===== config.mk =====
export PLATFORM = sky130hd
export DESIGN_NAME = instruction_fetch_unit
export DESIGN_NICKNAME = d
export VERILOG_FILES = /design/src/rtl/instruction_fetch_unit.sv
export SDC_FILE = /design/constraint.sdc
export NUM_CORES = 1
export LEC_CHECK = 0
export CORE_MARGIN = 2
export CORE_UTILIZATION = 45
export CTS_BUF_LIST = sky130_fd_sc_hd__clkbuf_8
export DETAILED_ROUTE_END_ITERATION = 7
export PLACE_DENSITY = 0.84
export SYNTH_ARGS = -nofsm -noshare
export SYNTH_HDL_FRONTEND = slang
export SYNTH_SLANG_ARGS = --single-unit

===== constraint.sdc =====
create_clock -name clk -period 1.8 [get_ports clk]
set_input_delay 0.27 -clock clk [delete_from_list [all_inputs] [get_ports clk]]
set_output_delay 0.27 -clock clk [all_outputs]
set_load 0.02 [all_outputs]

===== src/rtl/instruction_fetch_unit.sv =====
`default_nettype none
// ============================================================================
// Module      : instruction_fetch_unit
// Description : 16-bit PC fetch stage with IF/ID register and BUBBLE/RUN/FAULT
//               control. The optional fetch bounds check is enabled by the
//               macro FETCH_BOUNDS_CHECK_EN.
// Revision    : 1.0 - initial release
// ============================================================================
module instruction_fetch_unit #(
    parameter logic [15:0] RESET_PC = 16'h0000,
    parameter logic [15:0] PC_LIMIT = 16'h001C
) (
    input  logic        clk,
    input  logic        reset,
    input  logic        stall,
    input  logic        redirect,
    input  logic [15:0] redirect_pc,
    output logic [15:0] pc,
    input  logic [15:0] instruction,
    output logic [15:0] if_id_instr,
    output logic [15:0] if_id_pc2,
    output logic        if_id_valid,
    output logic        fetch_fault
);

    typedef enum logic [1:0] {
        S_BUBBLE = 2'd0,
        S_RUN    = 2'd1,
        S_FAULT  = 2'd2
    } state_t;

    // The PC is held as a halfword index so it can never be odd.
    localparam logic [14:0] c_RESET_WORD = RESET_PC[15:1];

    state_t      r_state;
    state_t      w_state_nxt;
    logic [14:0] r_pc_word;
    logic [14:0] w_pc_word_nxt;
    logic [15:0] r_instr;
    logic [15:0] w_instr_nxt;
    logic [15:0] r_pc2;
    logic [15:0] w_pc2_nxt;
    logic        r_valid;
    logic        w_valid_nxt;
    logic [15:0] w_pc_plus2;
    logic        w_unused;

    assign w_pc_plus2 = {r_pc_word + 15'd1, 1'b0};
    assign w_unused   = redirect_pc[0];

`ifdef FETCH_BOUNDS_CHECK_EN
    logic r_fault;
    logic w_fault_nxt;
    logic w_out_of_range;

    assign w_out_of_range = ({r_pc_word, 1'b0} > PC_LIMIT);
    assign fetch_fault    = r_fault;
`else
    assign fetch_fault    = 1'b0;
`endif

    always_comb begin
        w_state_nxt   = r_state;
        w_pc_word_nxt = r_pc_word;
        w_instr_nxt   = r_instr;
        w_pc2_nxt     = r_pc2;
        w_valid_nxt   = r_valid;
`ifdef FETCH_BOUNDS_CHECK_EN
        w_fault_nxt   = r_fault;
`endif
        case (r_state)
            S_BUBBLE: begin
                w_valid_nxt = 1'b0;
                if (redirect) begin
                    w_pc_word_nxt = redirect_pc[15:1];
                end else if (!stall) begin
                    w_state_nxt = S_RUN;
                end
            end
            S_RUN: begin
`ifdef FETCH_BOUNDS_CHECK_EN
                if (w_out_of_range) begin
                    w_state_nxt = S_FAULT;
                    w_fault_nxt = 1'b1;
                    w_valid_nxt = 1'b0;
                end else
`endif
                if (redirect) begin
                    // Flush: only the valid bit drops, payload fields hold.
                    w_pc_word_nxt = redirect_pc[15:1];
                    w_valid_nxt   = 1'b0;
                end else if (!stall) begin
                    w_pc_word_nxt = r_pc_word + 15'd1;
                    w_instr_nxt   = instruction;
                    w_pc2_nxt     = w_pc_plus2;
                    w_valid_nxt   = 1'b1;
                end
            end
            S_FAULT: begin
`ifdef FETCH_BOUNDS_CHECK_EN
                w_valid_nxt = 1'b0;
`else
                w_state_nxt = S_BUBBLE;
`endif
            end
            default: begin
                w_state_nxt = S_BUBBLE;
            end
        endcase
    end

    always_ff @(posedge clk) begin
        if (reset) begin
            r_state   <= S_BUBBLE;
            r_pc_word <= c_RESET_WORD;
            r_instr   <= 16'h0000;
            r_pc2     <= 16'h0000;
            r_valid   <= 1'b0;
        end else begin
            r_state   <= w_state_nxt;
            r_pc_word <= w_pc_word_nxt;
            r_instr   <= w_instr_nxt;
            r_pc2     <= w_pc2_nxt;
            r_valid   <= w_valid_nxt;
        end
    end

`ifdef FETCH_BOUNDS_CHECK_EN
    always_ff @(posedge clk) begin
        if (reset) begin
            r_fault <= 1'b0;
        end else begin
            r_fault <= w_fault_nxt;
        end
    end
`endif

    assign pc          = {r_pc_word, 1'b0};
    assign if_id_instr = r_instr;
    assign if_id_pc2   = r_pc2;
    assign if_id_valid = r_valid;

endmodule
`default_nettype wire


## Yosys cells after proc, flatten, opt, wreduce, memory -nomap -nowiden

Cells that the tools add are included.

| cells by class | value |
|---|---|
| $add $sub $neg | 1 |
| eq/ne operators | 5 |
| multiplexer cells | 10 |
| bitwise operators | 3 |
| reductions and logical operators | 6 |

Operators with widths:

| kind | number |
|---|---|
| $mux W15 | 3 |
| $pmux W15 S2 | 1 |
| $add A15 B1 Y15 const B | 1 |
| $reduce_and A3 Y1 | 3 |
| $ne A2 B2 Y1 const B | 3 |
| $mux W2 | 2 |
| $pmux W2 S2 | 1 |
| $ne A3 B3 Y1 const B | 1 |
| $not A1 Y1 | 3 |
| $eq A2 B1 Y1 const B | 1 |
| $logic_not A2 Y1 | 1 |
| $mux W1 | 2 |
| $pmux W1 S2 | 1 |
| $reduce_and A2 Y1 | 1 |
| $reduce_bool A2 Y1 | 1 |

| word-level totals | value |
|---|---|
| flip-flop bits (word level) | 49 |
| output and inout bits | 50 |

## Longest topological paths before layout

| depth | value |
|---|---|
| depth after elaboration | 4 |
| gate-level depth with buffers | 6 |

## Least setup slack after synthesis

OpenSTA, ideal clock, no wires.

| timing | value |
|---|---|
| path type | reg2reg |
| start point | register r_pc_word[0] |
| end point | register r_pc_word[12] |
| arrival time | 1.607 ns |
| data required time | 1.697 ns |
| path slack | 0.089 ns |
| stages on the path, launching flop included | 6 |
| clock period less this slack | 1.711 ns |
| cells stage by stage | dfxtp_1 > ha_1 > nand3_2 > nor4_2 > mux2i_1 > a2111oi_2 |

| between the ends | value |
|---|---|
| word-level cells in the longest chain between the ends | 4 |

Ends and longest elaborated chain:

| item | line | source |
|---|---|---|
| from (decl) | 37 | `logic [14:0] r_pc_word;` |
| from (signal assigned) | 115 | `r_pc_word <= c_RESET_WORD;` |
| from (signal assigned) | 121 | `r_pc_word <= w_pc_word_nxt;` |
| $add A15 B1 Y15 | 93 | `w_pc_word_nxt = r_pc_word + 15'd1;` |
| $mux W15 | 92 | `end else if (!stall) begin` |
| $mux W15 | 88 | `if (redirect) begin` |
| $pmux W15 S2 | 71 | `case (r_state)` |

Every way passes these cells. The select of a mux whose other input is x is not followed.
A chain may end at the register's enable or synchronous reset.

## Worst setup path in the final report

| timing | value |
|---|---|
| start point | register r_pc_word[6] |
| end point | output port pc[7] |

RTL lines:

| item | line | source |
|---|---|---|
| to (decl) | 18 | `output logic [15:0] pc,` |

No word-level cell between the ends.

==> results.toml <==
[run_status]
run_status = "finished clean"

[sta]
maxSlewHeadroom_pct = 57.9
setup_viol = 0
fin_ws_ns = 0.0639
maxSlewViolCount = 0
hold_violations = 0
worstMarginPinSlew_ns = 0.631
setup_tns_ns = 0
worst_hold_slack_ns = 0.453
fin_crit_ns = 1.74
fin_crit_sh_pct = 96.5
final.setup_skew_ns = 0.00449
clock.fmax_mhz = 576

[hold_path]
min_from = "reset"
holdPathEnd = "r_state[0]$_SDFFE_PP0P_"
hold_path_class = "in2reg"
hold_path_depth = 2

[power]
ir_worst_vdd_mv = 0.456
p_leak_nw = 1.26
powerDensity_mw_per_mm2 = 722

[logic_synthesis]
synth_warnings = 0
async_flop_share_pct = 0
synth-edff-count = 0
ys_seq_elements = 48
synth_top_cell_area_share_pct = 42.4
yosysSeqAreaShare_pct = 42.4
ys_types = 41
synth_area_leaders = "dfxtp_1, nand2_1, a21oi_1"
syn_avg_cell_area_um2 = 8.49
syn-instance-count = 267
synth_top_area_cell = "dfxtp_1"
syn_area_mm2 = 0.00227
ys.flop_type = "dfxtp_1"

[clocking]
hold_buffers = 0
clock_latency_ns = 0.30
cts_made_buffers = 5
clk_pin_slew_worst_paths_ns = 0.09
htree_levels = 2
cts.sinks = 48
root_buffer = "clkbuf_8"
cts_tree = "done"
clk_path_buf_depth = 2

[setup_path]
end_kind = "output pin"
critPathSlowestCell = "clkdlybuf4s50_1"
r2r.worst_path.cells = 4
required_ns = 1.53
crit_fanout = 7
worstPathArrival_ns = 1.47
worstSetupPathType = "reg2out"
r2r_end = "r_pc_word[14]$_SDFFE_PP0P_"
cp-start-kind = "flop"
critPathMaxStageDelay_ns = 0.60
r2r_slack_ns = 0.11
r2r-start = "r_pc_word[3]$_SDFFE_PP0P_"
path_cells = "buf_4, clkdlybuf4s50_1"

[cells_and_area]
fin_cells = 427
layout_commonest_cell = "clkdlybuf4s50_1"
nFillCells = 386
regArea_um2 = 962
final_cell_mix = "clkdlybuf4s50_1, dfxtp_1, nand2_1"
final_util_pct = 70.6
num_antenna_cells = 0
multi_input_area_mm2 = 0.00118
areaGrowthSynthToFinish_pct = 49.2
fin_nets = 396
drive_gt1_share_pct = 13.3

[floorplan]
io_pins = 86
rows = 25
start_util_pct = 47.3
die_w_um = 75.0
coreArea_mm2 = 0.00479
die_h_um = 75.0
dieArea_mm2 = 0.00562

[global_route]
antenna_found_initial = 0
grt.total_usage_pct = 21.9
overflow = 0
grt_pass1_vias = 1962
grt_max_degree = 32
grt_pass1_wl_um = 9360

[drt]
drt-total-wl_um = 5920
drt_iter0_markers = 104
vias_per_cell = 5.12
drt_first_pass_iters = 4
wire_per_inst_um = 13.9
ant_nets = 0
routed-via-count = 2186
drc = 0

[placed_design]
dpl_worst_slack_ns = -0.179
portBuffers = 81
hpwl_um = 4200
gp_congestion = 0.825
place_inst = 416

[flow_run]
drv_cap = 0
[sequential cells by signal, summed over array words and instances (netlist names)]
name / count
r_state: 1
r_pc_word: 15
if_id_pc2: 15
if_id_valid: 1
if_id_instr: 16
[cells by family after synthesis]
kind of cell	share of synthesized area [%]
xor+xnor	6.57
buf+inv	6.18
other cells	0.165
compound gates	15.9
simple gates	25.5
fa+ha+maj	0.552
mux	2.71
flops	42.4
[worst max path at each step]
stage,to,slack (ns),start
final,pc[7],0.06,r_pc_word[6]$_SDFFE_PP0P_
after global placement,if_id_pc2[7]$_SDFFE_PP0P_,-0.13,stall
after global routing,r_pc_word[12]$_SDFFE_PP0P_,-0.04,r_pc_word[1]$_SDFFE_PP0P_
after CTS,pc[4],0.01,r_pc_word[3]$_SDFFE_PP0P_
after detailed placement,if_id_pc2[11]$_SDFFE_PP0P_,-0.18,stall
after floorplan,r_pc_word[12]$_SDFFE_PP0P_,0.09,r_pc_word[0]$_SDFFE_PP0P_
[worst max-delay path, delay by kind of cell (launching register included)]
family / cells / cell delay, ns
buffers and inverters: 2 / 0.77
DFF: 1 / 0.38
[power by group]
group | switching (W) | leakage (nW) | internal [W] | total, W
logic | 0.000206 | 0.808 | 0.000227 | 0.000433
registers | 0.0000487 | 0.392 | 0.00111 | 0.00115
clock network | 0.000364 | 0.0645 | 0.000490 | 0.000854
[cell type report]
type,instances,area share [%]
inverter,10,1.11
clock buffer,7,2.85
clock inverter,1,0.888
sequential,48,28.5
tap,67,2.48
multi-input combinational,189,34.9
timing repair buffer,105,29.3
[cell usage after synthesis (4+ instances only)]
master	number
dfxtp_1	48
inv_1	10
nand3_1	5
nand2b_1	4
a211oi_1	10
nor3_1	8
clkbuf_1	14
mux2i_1	5
a21oi_1	27
nor2_1	23
o21a_1	7
nor4_1	6
buf_2	4
xor2_1	6
buf_4	4
nand2_1	41
xnor2_1	11
[metal layers]
| layer | global-route usage [%] | vias up | share of wire, % |
|---|---|---|---|
| met2 | 34.8 | 67 | 47 |
| met3 | 4.28 | 8 | 5.8 |
| met5 | 0 | - | 0 |
| li1 | - | 1095 | - |
| met4 | 8.93 | 0 | 1.7 |
| met1 | 29.2 | 1016 | 45 |
[stage by stage]
| stage | area [um^2] | total power, W |
|---|---|---|
| after floorplan | 2270 | 0.00139 |
| after global placement | 3220 | 0.00160 |
| after detailed placement | 3220 | 0.00161 |
| after CTS | 3340 | 0.00244 |
| after global routing | 3380 | 0.00253 |
| final | 3380 | 0.00244 |
[repair_timing]
action | CTS | global route
setup endpoints to repair | 1 | 6
buffers inserted | 0 | 3
pin swaps | 0 | 1
resized for setup | 1 | 4
endpoints found under the hold margin | 0 | 0
(Power assumes the default switching activity.)
